===== src/rtl/xnor_neuron_accumulator_pkg.sv =====
// Shared types and default sizing for the XNOR neuron accumulator.
//   state_t         : FSM state (ACCUM collects beats, HOLD presents a result)
//   CHUNK_BITS_DEF  : default activation/weight bits per beat
//   MAX_CHUNKS_DEF  : default nominal beats per frame
//   ACC_BITS_DEF    : default accumulator / threshold / count width
package xnor_neuron_accumulator_pkg;

  localparam int unsigned CHUNK_BITS_DEF = 8;
  localparam int unsigned MAX_CHUNKS_DEF = 16;
  localparam int unsigned ACC_BITS_DEF   = $clog2(CHUNK_BITS_DEF * MAX_CHUNKS_DEF + 1);

  typedef enum logic {
    ACCUM = 1'b0,
    HOLD  = 1'b1
  } state_t;

endpackage


===== src/rtl/xnor_neuron_accumulator_if.sv =====
// Beat-in / result-out bundle of the XNOR neuron accumulator.
//   in_valid/in_ready/in_last/in_data/in_weight : chunk beat stream
//   threshold                                   : compare level, taken on the last beat
//   out_valid/out_ready/out_bit/out_count/out_overflow : result stream
// master = producer of beats and consumer of results; slave = the neuron.
interface xnor_neuron_accumulator_if
  import xnor_neuron_accumulator_pkg::*;
#(
  parameter int unsigned CHUNK_BITS = CHUNK_BITS_DEF,
  parameter int unsigned ACC_BITS   = ACC_BITS_DEF
);

  logic                  in_valid;
  logic                  in_ready;
  logic                  in_last;
  logic [CHUNK_BITS-1:0] in_data;
  logic [CHUNK_BITS-1:0] in_weight;
  logic [ACC_BITS-1:0]   threshold;
  logic                  out_valid;
  logic                  out_ready;
  logic                  out_bit;
  logic [ACC_BITS-1:0]   out_count;
  logic                  out_overflow;

  modport master (
    output in_valid, in_last, in_data, in_weight, threshold, out_ready,
    input  in_ready, out_valid, out_bit, out_count, out_overflow
  );

  modport slave (
    input  in_valid, in_last, in_data, in_weight, threshold, out_ready,
    output in_ready, out_valid, out_bit, out_count, out_overflow
  );

endinterface


===== src/rtl/xnor_neuron_accumulator_chunk_count.sv =====
// XNOR of one activation/weight chunk followed by a popcount.
//   data, weight : CHUNK_BITS-wide operands
//   count_c      : number of matching bit positions, 0..CHUNK_BITS (combinational)
module xnor_chunk_count #(
  parameter int unsigned CHUNK_BITS = 8
) (
  input  logic [CHUNK_BITS-1:0]         data,
  input  logic [CHUNK_BITS-1:0]         weight,
  output logic [$clog2(CHUNK_BITS+1)-1:0] count_c
);

  localparam int unsigned CNT_BITS = $clog2(CHUNK_BITS + 1);

  logic [CHUNK_BITS-1:0] match;

  // Matching bits are the binary-neuron "agreement" terms.
  always_comb begin
    match   = ~(data ^ weight);
    count_c = '0;
    for (int i = 0; i < int'(CHUNK_BITS); i++) begin
      count_c = count_c + CNT_BITS'(match[i]);
    end
  end

endmodule


===== src/rtl/xnor_neuron_accumulator.sv =====
// Bit-serial binary neuron: accumulates XNOR-popcounts over a frame of chunk
// beats, then emits total > threshold plus the raw total and an overflow flag.
//   clk, reset : clock and synchronous active-high reset
//   bus        : slave side of xnor_neuron_accumulator_if (beat in, result out)
module xnor_neuron_accumulator
  import xnor_neuron_accumulator_pkg::*;
#(
  parameter int unsigned CHUNK_BITS = CHUNK_BITS_DEF,
  parameter int unsigned MAX_CHUNKS = MAX_CHUNKS_DEF
) (
  input logic                     clk,
  input logic                     reset,
  xnor_neuron_accumulator_if.slave bus
);

  localparam int unsigned ACC_BITS  = $clog2(CHUNK_BITS * MAX_CHUNKS + 1);
  localparam int unsigned SUM_BITS  = ACC_BITS + 1;
  localparam int unsigned CNT_BITS  = $clog2(CHUNK_BITS + 1);
  // Beat counter only needs to reach MAX_CHUNKS+1 to flag an over-long frame.
  localparam int unsigned BEAT_BITS = $clog2(MAX_CHUNKS + 2);
  localparam logic [BEAT_BITS-1:0] BEAT_CAP = BEAT_BITS'(MAX_CHUNKS + 1);
  localparam logic [BEAT_BITS-1:0] BEAT_MAX = BEAT_BITS'(MAX_CHUNKS);

  state_t                state;
  logic [ACC_BITS-1:0]   acc;
  logic [BEAT_BITS-1:0]  beats;
  logic                  sat_seen;

  logic [CNT_BITS-1:0]   chunk_count;
  logic [SUM_BITS-1:0]   sum_wide;
  logic [ACC_BITS-1:0]   sum_sat;
  logic                  sat_now;
  logic                  over_now;
  logic                  accept;

  xnor_chunk_count #(
    .CHUNK_BITS (CHUNK_BITS)
  ) u_chunk_count (
    .data    (bus.in_data),
    .weight  (bus.in_weight),
    .count_c (chunk_count)
  );

  // Ready in ACCUM; in HOLD only when the pending result is leaving this cycle.
  always_comb begin
    bus.in_ready = 1'b0;
    if (!reset) begin
      bus.in_ready = (state == ACCUM) ? 1'b1 : bus.out_ready;
    end
  end

  // Saturating add and frame status as seen with the current beat included.
  always_comb begin
    accept   = bus.in_valid && bus.in_ready;
    sum_wide = {1'b0, acc} + SUM_BITS'(chunk_count);
    sum_sat  = sum_wide[ACC_BITS] ? {ACC_BITS{1'b1}} : sum_wide[ACC_BITS-1:0];
    sat_now  = sat_seen || sum_wide[ACC_BITS];
    over_now = (beats >= BEAT_MAX);
  end

  // FSM, accumulator, beat counter and result registers.
  always_ff @(posedge clk) begin
    if (reset) begin
      state            <= ACCUM;
      acc              <= '0;
      beats            <= '0;
      sat_seen         <= 1'b0;
      bus.out_valid    <= 1'b0;
      bus.out_bit      <= 1'b0;
      bus.out_count    <= '0;
      bus.out_overflow <= 1'b0;
    end else begin
      if (state == HOLD && bus.out_ready) begin
        bus.out_valid <= 1'b0;
        state         <= ACCUM;
      end
      if (accept) begin
        if (bus.in_last) begin
          acc              <= '0;
          beats            <= '0;
          sat_seen         <= 1'b0;
          bus.out_count    <= sum_sat;
          bus.out_bit      <= (sum_sat > bus.threshold);
          bus.out_overflow <= over_now || sat_now;
          bus.out_valid    <= 1'b1;
          state            <= HOLD;
        end else begin
          acc      <= sum_sat;
          sat_seen <= sat_now;
          if (beats != BEAT_CAP) begin
            beats <= beats + BEAT_BITS'(1);
          end
        end
      end
    end
  end

endmodule


===== src/flat_wrapper.sv =====
// flat-port wrapper written by rule: the top's interface ports become plain ports
module xnor_neuron_accumulator_flat import xnor_neuron_accumulator_pkg::*;
#(
  parameter int unsigned CHUNK_BITS = CHUNK_BITS_DEF,
  parameter int unsigned MAX_CHUNKS = MAX_CHUNKS_DEF
)
  (clk, reset, bus_in_valid, bus_in_last, bus_in_data, bus_in_weight, bus_threshold, bus_out_ready, bus_in_ready, bus_out_valid, bus_out_bit, bus_out_count, bus_out_overflow);
  xnor_neuron_accumulator_if #(.CHUNK_BITS(CHUNK_BITS), .ACC_BITS(8)) bus_i ();
  input logic clk;
  input logic reset;
  input wire logic [$bits(bus_i.in_valid)-1:0] bus_in_valid;
  input wire logic [$bits(bus_i.in_last)-1:0] bus_in_last;
  input wire logic [$bits(bus_i.in_data)-1:0] bus_in_data;
  input wire logic [$bits(bus_i.in_weight)-1:0] bus_in_weight;
  input wire logic [$bits(bus_i.threshold)-1:0] bus_threshold;
  input wire logic [$bits(bus_i.out_ready)-1:0] bus_out_ready;
  output wire logic [$bits(bus_i.in_ready)-1:0] bus_in_ready;
  output wire logic [$bits(bus_i.out_valid)-1:0] bus_out_valid;
  output wire logic [$bits(bus_i.out_bit)-1:0] bus_out_bit;
  output wire logic [$bits(bus_i.out_count)-1:0] bus_out_count;
  output wire logic [$bits(bus_i.out_overflow)-1:0] bus_out_overflow;
  assign bus_i.in_valid = bus_in_valid;
  assign bus_i.in_last = bus_in_last;
  assign bus_i.in_data = bus_in_data;
  assign bus_i.in_weight = bus_in_weight;
  assign bus_i.threshold = bus_threshold;
  assign bus_i.out_ready = bus_out_ready;
  assign bus_in_ready = bus_i.in_ready;
  assign bus_out_valid = bus_i.out_valid;
  assign bus_out_bit = bus_i.out_bit;
  assign bus_out_count = bus_i.out_count;
  assign bus_out_overflow = bus_i.out_overflow;
  xnor_neuron_accumulator #(.CHUNK_BITS(CHUNK_BITS), .MAX_CHUNKS(MAX_CHUNKS)) u_core (.clk(clk), .reset(reset), .bus(bus_i));
endmodule

===== config.mk =====
export PLATFORM = sky130hd
export DESIGN_NAME = xnor_neuron_accumulator_flat
export DESIGN_NICKNAME = d
export VERILOG_FILES = /design/src/rtl/xnor_neuron_accumulator_pkg.sv /design/src/rtl/xnor_neuron_accumulator_if.sv /design/src/rtl/xnor_neuron_accumulator_chunk_count.sv /design/src/rtl/xnor_neuron_accumulator.sv /design/src/flat_wrapper.sv
export SDC_FILE = /design/constraint.sdc
export NUM_CORES = 1
export LEC_CHECK = 0
export ABC_AREA = 0
export BUFFER_PORTS_ARGS = -buffer_cell sky130_fd_sc_hd__buf_2
export CAP_MARGIN = 5
export CORE_ASPECT_RATIO = 0.7
export CORE_UTILIZATION = 35
export CTS_CLUSTER_DIAMETER = 120
export DETAILED_ROUTE_END_ITERATION = 10
export HOLD_SLACK_MARGIN = 0.05
export SLEW_MARGIN = 20
export SYNTH_ARGS = -nofsm -noshare
export SYNTH_HDL_FRONTEND = slang
export SYNTH_SLANG_ARGS = --single-unit

===== constraint.sdc =====
create_clock -name clk -period 8.28 [get_ports clk]
set_clock_uncertainty 0.1 [all_clocks]
set_input_delay 2.484 -clock clk [delete_from_list [all_inputs] [get_ports clk]]
set_output_delay 2.484 -clock clk [all_outputs]
set_load 0.005 [all_outputs]

* Word level (Yosys, flattened, before mapping)
Cells that the tools add are included.
Cells by class: muxes and demuxes 13, add/subtract/negate cells 9, reduce and logical (&&, ||, !) cells 7, bitwise logic cells 2, equality and inequality tests 1, magnitude comparators 2
Operators by type and width (number):
- $add 4x1->4 | 4
- $mux 8 | 2
- $mux 5 | 2
- $add 8x4->9 | 1
- $mux 1 | 9
- $gt 8x8->1 | 1
- $not 8->8 | 1
- $xor 8x8->8 | 1
- $add 5x1->5 const B | 1
- $ge 5x5->1 const B | 1
- $ne 5x5->1 const B | 1
- $add 3x1->4 | 1
- $reduce_and 2->1 | 2
- $add 2x1->3 | 1
- $add 1x1->2 | 1
- $logic_and 1x1->1 | 2
- $logic_or 1x1->1 | 2
- $reduce_bool 2->1 | 1
Word-level totals: register bits 26, logic and storage cells 42, input port bits 29, output and inout port bits 12

* Depth between registers and ports, before layout
Gate-level depths: netlist of the first run.
depth in word-level cells 12, gate-level depth with buffers 18, mapped depth without buffers 18

* Modules after synthesis
From an unflattened synthesis of the first run, not the netlist that was laid out.
Second synthesis, totals: cells, all modules 200, area total of the unflattened synthesis 1729.2 um2
Modules (own cells, without submodules):
- xnor_neuron_accumulator | cells an instance 174, instances 1, sequential area each 520.5 um2, area each 1491.4 um2
- xnor_chunk_count | cells an instance 26, instances 1, sequential area each 0.0 um2, area each 237.7 um2

* Least setup slack after synthesis of the first run
No wires, ideal clock.
kind input port to flip-flop, start in bus_in_weight[0], end reg u_core.bus.out_bit, buffers on the path 0, cell stages on the path 18, data arrival time 6.772 ns, library setup time 0.130 ns, setup slack 1.277 ns, data required time 8.050 ns, cell sequence xor2_1 -> fa_1 -> fa_1 -> inv_1 -> fa_1 -> fa_1 -> fa_1 -> a21o_1 -> a21oi_4 -> nor2_2 -> nor2_2 -> inv_1 -> ha_1 -> nor2b_1 -> o211ai_1 -> a21oi_1 -> a2111oi_0 -> o31ai_1
On the way: cells in the longest elaborated chain, start to end 12
RTL lines:
- start, declared | RTL line flat_wrapper.sv:14 | input wire logic [$bits(bus_i.in_weight)-1:0] bus_in_weight;
- $xor 8x8->8 | RTL line xnor_neuron_accumulator_chunk_count.sv:18 | match = ~(data ^ weight);
- $not 8->8 | RTL line xnor_neuron_accumulator_chunk_count.sv:18
- $add 1x1->2 | RTL line xnor_neuron_accumulator_chunk_count.sv:21 | count_c = count_c + CNT_BITS'(match[i]);
- $add 2x1->3 | RTL line xnor_neuron_accumulator_chunk_count.sv:21
- $add 3x1->4 | RTL line xnor_neuron_accumulator_chunk_count.sv:21
- $add 4x1->4 (4 in series) | RTL line xnor_neuron_accumulator_chunk_count.sv:21
- $add 8x4->9 | RTL line xnor_neuron_accumulator.sv:55 | sum_wide = {1'b0, acc} + SUM_BITS'(chunk_count);
- $mux 8 | RTL line xnor_neuron_accumulator.sv:56 | sum_sat = sum_wide[ACC_BITS] ? {ACC_BITS{1'b1}} : sum_wide[ACC_BITS-1:0];
- via u_core.sum_sat[1] | RTL line xnor_neuron_accumulator.sv:31 | logic [ACC_BITS-1:0] sum_sat;
- $gt 8x8->1 | RTL line xnor_neuron_accumulator.sv:83 | bus.out_bit <= (sum_sat > bus.threshold);
- end signal, assigned | RTL line xnor_neuron_accumulator.sv:83
- end, declared | RTL line xnor_neuron_accumulator_if.sv:32 | output in_ready, out_valid, out_bit, out_count, out_overflow
The timed path passes the listed nets, and every way through them passes these cells. A chain may end at the register's enable or synchronous reset.

* Worst setup path after layout of the first run
Same ends and word-level chain as after synthesis.

==> reports/summary.md, run 1 <==
The register bit count reported by yosys was 26. The logs give 37.8% for the initial core utilization and 0 for the total grt overflow. Max-cap violations in this run came to 0.

The number of rows in the core area is 20, and the total setup buffers inserted after CTS is 0. The final critical path takes up 86.7% of the cycle. After synthesis, the share of flip-flops with an asynchronous set or reset is 0%. Predominant post-synthesis flop cell: sky130_fd_sc_hd__dfxtp_1.

Summed over all nets, the switching power comes to 178 uW. Setup repair after global routing left no endpoint under its margin. Dividing the synthesized area by the synthesized cell count gives 8.92 um2.

Yosys printed 0 warnings. Buffers inserted to repair hold after CTS numbered 0. Once layout is done, the placed cells without fillers occupy 2020 um2. The floorplan step set the die height to 60.4 um.

For this block, the initial DRC count from the detailed router was 82. Entering global routing, the biggest net connects 22 pins. Share of layout cells above drive strength 1: 24.8%. The share of total power dissipated in sequential elements is 30.2%. The number of global-route vias before repair is 1226, and the required time at the worst-slack endpoint is 8.32 ns.

The run gives 0 as the post-cts gate resize count. The type of origin of the critical path is an input port. The tools report the internal portion of total power as 301 uW.

The count of H-tree levels built during CTS was 1; the area of the mapped netlist was 1700 um2. Dividing total power by cell area gives a power density of 237 nW/um2. Routed length per instance: 12.4 um. Detailed placement finished with a half-perimeter wire length of 2.78 mm. Clock-pin slew was measured on the worst setup and hold paths at 0.09 ns. The leading cell type in the layout, fill and taps excluded is sky130_fd_sc_hd__buf_2. The max-slew violation count came out at 0. The logs give 0 for the diode insertion count for antenna repair and 5.80 mm for the global-route wire length before repair. Area overhead of the layout relative to synthesis: 18.7%. In the layout the commonest cells are sky130_fd_sc_hd__buf_2 (40), sky130_fd_sc_hd__dfxtp_1 (26), sky130_fd_sc_hd__inv_1 (20), sky130_fd_sc_hd__ha_1 (17), sky130_fd_sc_hd__nor2_1 (14). TritonCTS built the clock tree. Synthesis produced a netlist with a net count of 242. The share of total power dissipated in the clock network is 21.9%.

The worst pin sits at a relative slew slack of 53.9%. The multi-input combinational cells in the finished layout cover a total of 1080 um2. The run gives 0 as the total count of hold-check failures in the final report.

Instance count of the mapped netlist: 191. The final wirelength came out at 3.54 mm. The clock drives 26 sinks. Storage element area: 520 um2. The run gives 7.22 ns as the critical path data arrival time. TritonCTS buffer count: 3. In this run switching power makes up 37.2% of total power.

The run gives 282 as the net count of the finished layout. Type of the setup path with the least slack: input port to flip-flop. The count of filler cells inserted in the layout came out at 453. The logs give 5150 um2 for the total die area and 0.27 ns for the clock latency at the later pin of the worst-skew pair. The number of buffers on the longest clock path came out at 2. Dividing the detail-routed via count by the number of cells gives 5.05. Derived from the worst setup path, the maximum achievable clock frequency is 0.139 GHz. The post-layout minimum cycle time was 7.18 ns.

The worst-case IR drop observed on VDD is 0.0858 mV. The tightest min-delay check is of the flip-flop to flip-flop type. In this run the tool buffered the top-level ports with 40 buffer cells. For this run, the detailed router's first-pass iteration total came to 4.

The tools report the sort of element at the end of the critical path as a flip-flop. The congestion estimate from routability-driven global placement came to 0.869. Combinational cells account for 47.9% of the total power. For this design the static power due to leakage is 0.908 nW. The tools report the root cell of the clock tree as sky130_fd_sc_hd__clkbuf_8. The area inside the core boundary is 4500 um2, and the total routing usage reported by global routing is 14.5%. The number of flops mapped to enable cells by yosys is 0, and the post-synthesis cell type count is 47. The detail route stage leaves a number of antenna-violating nets equal to 0. The logs give 0.360 ns for the minimum hold slack and 1950 um2 for the post-detailed-placement cell area.

The maximum fanout along the worst path came out at 8. For the final routed database, the setup TNS stands at 0 ns. The initial antenna violation count is 0. The vias after detailed routing was 1439; the x dimension of the die was 85.4 um.

Setup violations remaining at the end of the flow were counted as 0. The sequential share of the synthesized area is 30.6%, and the post-route DRC violation count is 0. For the pin with the worst max-slew slack, the measured transition is 0.690 ns. The flow ran to the end, and the final reports show no timing, DRC or antenna violations. Pin placement for this block handled 41 I/O pins.
## stage by stage
step	power (mW)	setup WS, ns	util (%)	std cells
2_1_floorplan	0.313	1.28	-	191
3_3_place_gp	0.376	0.892	43.3	281
3_5_place_dp	0.376	0.833	43.3	281
4_1_cts	0.483	1.12	44.9	285
5_1_grt	0.519	0.866	44.9	285
6_report	0.479	1.10	44.9	285
## layer usage
metal	wire (um)	global-route usage, %	vias up
met5	0	0	-
met4	19	2.14	0
met3	189	3.81	2
met2	1390	22.0	42
met1	1950	21.2	643
li1	-	-	752
## logic make-up (layout without fill, tap and decap cells)
| kind of cell | after synthesis | after routing | synth area share, % |
|---|---|---|---|
| buf+inv | 26 | 65 | 5.95 |
| simple gates | 62 | 62 | 19.8 |
| compound gates | 41 | 41 | 17.6 |
| fa+ha+maj | 22 | 22 | 18.4 |
| mux | 3 | 3 | 2.06 |
| flops | 26 | 26 | 30.6 |
| xor+xnor | 11 | 11 | 5.66 |
## state kept, by name, indices dropped and copies added, names as in the netlist
| signal | cells |
|---|---|
| u_core.acc | 8 |
| u_core.bus.out_count | 8 |
| u_core.beats | 5 |
| u_core.bus.out_bit | 1 |
| u_core.bus.out_overflow | 1 |
| u_core.bus.out_valid | 1 |
| u_core.sat_seen | 1 |
| u_core.state | 1 |
## cells in the mapped netlist (all sizes together), types with 2 or more instances
cell type / instances / area, um2
mux2i: 2 / 20.0
a32o: 4 / 40.0
o22ai: 2 / 18.8
a31oi: 2 / 12.5
fa: 5 / 100
nand3: 13 / 70.1
ha: 17 / 213
nand4: 4 / 25.0
dfxtp: 26 / 521
nor2b: 5 / 31.3
o32ai: 2 / 17.5
inv: 21 / 78.8
nor2: 16 / 65.1
nor4b: 2 / 17.5
nand2: 8 / 30.0
clkbuf: 2 / 7.51
o21ai: 9 / 45.0
nor3: 3 / 15.0
xor2: 6 / 52.6
a31o: 2 / 17.5
o31ai: 2 / 15.0
a21oi: 12 / 75.1
nand2b: 3 / 18.8
xnor2: 5 / 43.8
nand3b: 2 / 15.0
buf: 3 / 15.0
## area by class of cell
class                   count  share of cell area (%)
well taps                  55                    3.41
inverters                  21                    3.90
repair buffers             40                    9.91
clock buffers               3                    2.04
clock inverters             1                    1.49
flip-flops and latches     26                    25.8
multi-input cells         139                    53.5
## power by group through the flow
stage	registers (mW)	clock network, mW	logic, mW
4_1_cts	0.145	0.108	0.231
5_1_grt	0.146	0.112	0.260
3_3_place_gp	0.147	0	0.229
3_5_place_dp	0.148	0	0.229
6_report	0.145	0.105	0.229
2_1_floorplan	0.147	0	0.166
## path summary, 6_finish.rpt
kind / start / end / slack, ns / cells after the start
setup / recovery: bus_in_weight[0] / u_core.bus.out_bit$_SDFFE_PP0P_ / 1.10 / 19
hold / removal: u_core.bus.out_count[4]$_SDFFE_PP0P_ / u_core.bus.out_count[4]$_SDFFE_PP0P_ / 0.36 / 2
setup reg to reg: u_core.acc[0]$_SDFFE_PP0P_ / u_core.bus.out_bit$_SDFFE_PP0P_ / 3.69 / 17
hold reg to reg: u_core.bus.out_count[4]$_SDFFE_PP0P_ / u_core.bus.out_count[4]$_SDFFE_PP0P_ / 0.36 / 2
## worst max-delay path: stages
cell                        delay (ns)
sky130_fd_sc_hd__buf_2            0.10
sky130_fd_sc_hd__xor2_1           0.16
sky130_fd_sc_hd__fa_1             0.51
sky130_fd_sc_hd__fa_1             0.51
sky130_fd_sc_hd__inv_1            0.05
sky130_fd_sc_hd__fa_1             0.50
sky130_fd_sc_hd__fa_1             0.47
sky130_fd_sc_hd__fa_1             0.41
sky130_fd_sc_hd__a21o_1           0.22
sky130_fd_sc_hd__a21oi_4          0.28
sky130_fd_sc_hd__nor2_2           0.13
sky130_fd_sc_hd__nor2_2           0.12
sky130_fd_sc_hd__inv_1            0.06
sky130_fd_sc_hd__ha_1             0.29
sky130_fd_sc_hd__nor2b_1          0.14
sky130_fd_sc_hd__o211ai_1         0.18
sky130_fd_sc_hd__a21oi_1          0.08
sky130_fd_sc_hd__a2111oi_0        0.39
sky130_fd_sc_hd__o31ai_1          0.12
Note: power is estimated with default switching activity, not from simulation.
==> run 2: changes to the inputs <==
--- a/config.mk
+++ b/config.mk
@@ -16,4 +16,5 @@
 export SLEW_MARGIN = 20
 export SYNTH_ARGS = -nofsm -noshare
 export SYNTH_HDL_FRONTEND = slang
+export SYNTH_HIERARCHICAL = 1
 export SYNTH_SLANG_ARGS = --single-unit
==> run 2 against run 1 <==
Against the previous run: sequential power decreased by 6%; non-clock buffer count unchanged; register-to-register slack improved by 1.6 ns; hold slack improved by 0.0027 ns; die area increased by 1.5%; critical path type unchanged; critical endpoint is now u_core/bus.out_bit$_SDFFE_PP0P_; largest cell class unchanged; largest power group unchanged; highest routed layer is now met3.
==> reports/summary.md, run 2 <==
For the highest attainable clock frequency, the log shows 0.146 GHz (+4.7%). The number of flops mapped to enable cells by yosys is 0 (unchanged). Final core utilization: 45.5% (+0.64 points). Setup repair after global routing left no endpoint under its margin.

The fraction of met3 tracks used by global routing was 3.95% (+0.14 points). The number of detailed-route iterations in the first pass came out at 4 (unchanged). For the critical path data arrival time, the log shows 6.96 ns (-0.26 ns). For the initial antenna violation count, the log shows 0 (unchanged).

The logs give 0 (unchanged) for the diode insertion count for antenna repair and 1 (unchanged) for the count of H-tree levels built during CTS. The fraction of synthesized cell area taken by the top area cell type is 30.1% (-0.46 points). The die height works out to 60.8 um (+0.74%).

The mux cell area share after synthesis came out at 2.32% (+0.26 points). Most frequent cell after synthesis: sky130_fd_sc_hd__dfxtp_1. The area growth from synthesis to layout is 19.2%.

The via density per instance works out to 4.81 (-4.7%). The tools report the initial core utilization as 38.2% (+0.37 points). By instance count, the cell type seen most on the critical path is sky130_fd_sc_hd__fa_1. The total die area is 5230 um2 (+1.5%), and the async set or reset register ratio after synthesis is 0% (unchanged). The run gives 0.810 (-6.8%) as the global placer's final weighted congestion.

The maximum fanout along the worst path was 8 (unchanged); the biggest cell delay along the critical path was 0.53 ns (+0.02 ns). Share of total power in combinational logic: 39.9% (-8.0 points). In the post-synthesis netlist, the biggest area contributors are sky130_fd_sc_hd__dfxtp_1 (30%), sky130_fd_sc_hd__ha_1 (13%), sky130_fd_sc_hd__fa_1 (5.8%). Share of layout cells above drive strength 1: 21.8% (-3.0 points).

Walking the worst path, the cells encountered are buf_2 > xor2_1 > fa_1 > inv_1 > fa_1 > ha_1 > inv_1 > fa_1 > inv_1 > fa_1 > a21o_1 > a21oi_4 > nor2_2 > a2111o_1 > ha_1 > nand4_1 > a21oi_1 > o22ai_1 > o21ai_0. Area inside the core boundary: 4530 um2 (+0.56%). Final wirelength: 3.79 mm (+7.1%). The vias after detailed routing came out at 1467 (+1.9%). The library cell used most frequently in the layout, excluding fill and tap cells, is sky130_fd_sc_hd__buf_2. The required time at the worst-slack endpoint came out at 8.38 ns (+0.06 ns). The synthesized net count is 252 (+4.1%), and the net count of the finished layout is 292 (+3.5%). The power dissipated by switching net loads is 133 uW (-26%). The count of final setup violators was 0 (unchanged). The I/O pin count was 41 (unchanged); the basic-gate share of the synthesized area counting and, or, nand and nor cells was 18.4% (-1.4 points).

For this run, the leading register cell type out of synthesis is sky130_fd_sc_hd__dfxtp_1. The Yosys warning count came out at 6 (+6). The remaining antenna violation count was 0 (unchanged); the fraction of the cycle the final worst path needs was 82.8% (-3.9 points). The tools report the fraction of met1 tracks used by global routing as 23.0% (+1.8 points). The net switching fraction of the power was 33.1% (-4.1 points). The number of buffers added on ports works out to 40 (unchanged). The logs give 0 (unchanged) for the total count of hold-check failures in the final report and 20 (unchanged) for the number of rows in the core area. The areal power density over the cells came out at 195 nW/um2 (-18%). Sort of element at the end of the critical path: a flip-flop. For the global-route wire length before repair, the log shows 6.19 mm (+6.8%).

The run gives 457 (+0.88%) as the count of filler cells inserted in the layout. The run gives 99 (+21%) as the count of routing violations after the opening detailed-route iteration. The post-synthesis cell type count came out at 42 (-11%).

The type of origin of the critical path is an input port. Max-slew headroom at the worst pin: 56.4% (+2.6 points). The type of the setup path with the least slack is input port to flip-flop. The total grt overflow was 0 (unchanged). Number of global-route vias before repair: 1307 (+6.6%).

The largest registers in the layout are u_core/acc: 8 flops, u_core/bus.out_count: 8 flops, u_core/beats: 5 flops. The worst-margin pin slew works out to 0.648 ns (-0.0415 ns). The post-layout minimum cycle time is 6.86 ns (-0.323 ns), and the x dimension of the die is 86.0 um (+0.75%). The clock network power share came out at 26.0% (+4.1 points). The maximum number of pins on one net before global-route repair is 19 (-14%), and the xor/xnor cell area share of the yosys netlist is 6.08% (+0.42 points).

The post-CTS clock slew at the launch and capture registers of the worst setup and hold paths was 0.09 ns (about the same). sky130_fd_sc_hd__dfxtp_1 takes more of the synthesized area than any other cell. The complex-gate fraction of the synthesized area works out to 18.0% (+0.38 points). The post-route DRC violation count came out at 0 (unchanged). The total clock sinks is 26 (unchanged), and the clock latency at the later pin of the worst-skew pair is 0.27 ns (about the same). The internal portion of total power is 269 uW (-11%), and the post-synthesis share of cell area spent on full adders, half adders and majority gates is 18.8% (+0.44 points).

The slowest cell on the critical path was sky130_fd_sc_hd__fa_1. The run gives 0 (unchanged) as the max-cap check violation count. Register bit count reported by yosys: 26 (unchanged). The root cell of the clock tree was sky130_fd_sc_hd__clkbuf_8. Total routing usage reported by global routing: 15.4% (+0.93 points).

The logs give 200 (+4.7%) for the instance count of the mapped netlist and 0 ns (unchanged) for the total negative slack for setup checks. In the layout the commonest cells are sky130_fd_sc_hd__buf_2 (40), sky130_fd_sc_hd__dfxtp_1 (26), sky130_fd_sc_hd__inv_1 (22), sky130_fd_sc_hd__ha_1 (18), sky130_fd_sc_hd__nand2_1 (17). The tools report the TritonCTS buffer count as 3 (unchanged). The run gives 0 (unchanged) as the number of buffers inserted by hold repair at cts. The largest voltage drop on the vdd net came out at 0.0617 mV (-28%). Per-instance average area after synthesis: 8.65 um2 (-3.0%).

The logs give 0.973 nW (+7.2%) for the leakage dissipation and 22.8% (+0.78 points) for the met2 global-route usage. met1 is the most crowded layer. Fraction of power consumed by sequential logic: 34.1% (+3.9 points). For the sequential share of the synthesized area, the log shows 30.1% (-0.46 points). The type of the most critical hold path was flip-flop to flip-flop. Routed length per instance: 12.4 um (about the same). TritonCTS built the clock tree. For the max-slew violation count, the log shows 0 (unchanged). Dominant combinational cell family by area after synthesis: adder cells. The half-perimeter wire length after placement was 3.01 mm (+8.6%).

The tools report the post-cts gate resize count as 0 (unchanged). The total setup buffers inserted after CTS was 0 (unchanged). The commonest cells after synthesis are sky130_fd_sc_hd__dfxtp_1 (26), sky130_fd_sc_hd__inv_1 (22), sky130_fd_sc_hd__ha_1 (18). Area of the mapped netlist: 1730 um2 (+1.5%).

The run finished with clean final reports. The number of buffers on the longest clock path is 2 (unchanged).
-- run 2: area by class of cell --
type	instances	area, um2	share of cell area (%)
clock buffers	3	41.3	2.00
clock inverters	1	30.0	1.46
inverters	23	86.3	4.19
multi-input cells	146	1100	53.4
flip-flops and latches	26	520	25.3
well taps	66	82.6	4.01
repair buffers	40	200	9.71
-- run 2: power by group through the flow --
stage          combinational (mW)  sequential, mW  clock, mW
3_3_place_gp                0.162           0.140          0
3_5_place_dp                0.163           0.140          0
6_report                    0.160           0.137      0.104
2_1_floorplan               0.117           0.140          0
4_1_cts                     0.163           0.137      0.107
5_1_grt                     0.186           0.138      0.113
-- run 2: metal layers --
layer  up-vias  part of all wire (%)
met5         -                     0
met2        26                    41
met3         0                   4.7
met4         0                     0
li1        771                     -
met1       670                    54
-- run 2: logic make-up after synthesis --
logic type,count (synthesis)
AOI/OAI and AO/OA,43
xor gates and xnor gates,12
adders and majority gates,23
buffers and inverters,28
DFF,26
muxes,4
and+or+nand+nor,64
-- run 2: critical path: cells and delay by family --
family                     cells  cell delay [ns]
adders and majority gates      6             2.47
xor gates and xnor gates       1             0.17
AOI/OAI and AO/OA              6             1.33
buffers and inverters          4             0.27
and+or+nand+nor                2             0.24
-- run 2: metrics by stage --
step / cell area [um2] / hold WS [ns] / instances / worst slack [ns] / total power [mW]
6_report: 2060 / 0.363 / 305 / 1.42 / 0.401
5_1_grt: 2060 / 0.389 / 305 / 1.20 / 0.436
4_1_cts: 2060 / 0.360 / 305 / 1.43 / 0.407
3_5_place_dp: 1990 / 0.345 / 301 / 1.14 / 0.303
3_3_place_gp: 1990 / 0.346 / 301 / 1.21 / 0.302
2_1_floorplan: 1730 / 0.338 / 200 / 1.51 / 0.257
-- run 2: path summary, 6_finish.rpt --
path / from / to / slack, ns / cells past startpoint
worst max register to register: u_core/acc[0]$_SDFFE_PP0P_ / u_core/bus.out_bit$_SDFFE_PP0P_ / 5.27 / 11
worst min-delay path: u_core/bus.out_count[3]$_SDFFE_PP0P_ / u_core/bus.out_count[3]$_SDFFE_PP0P_ / 0.36 / 2
worst max-delay path: bus_in_weight[3] / u_core/bus.out_bit$_SDFFE_PP0P_ / 1.42 / 19
worst min register to register: u_core/bus.out_count[3]$_SDFFE_PP0P_ / u_core/bus.out_count[3]$_SDFFE_PP0P_ / 0.36 / 2
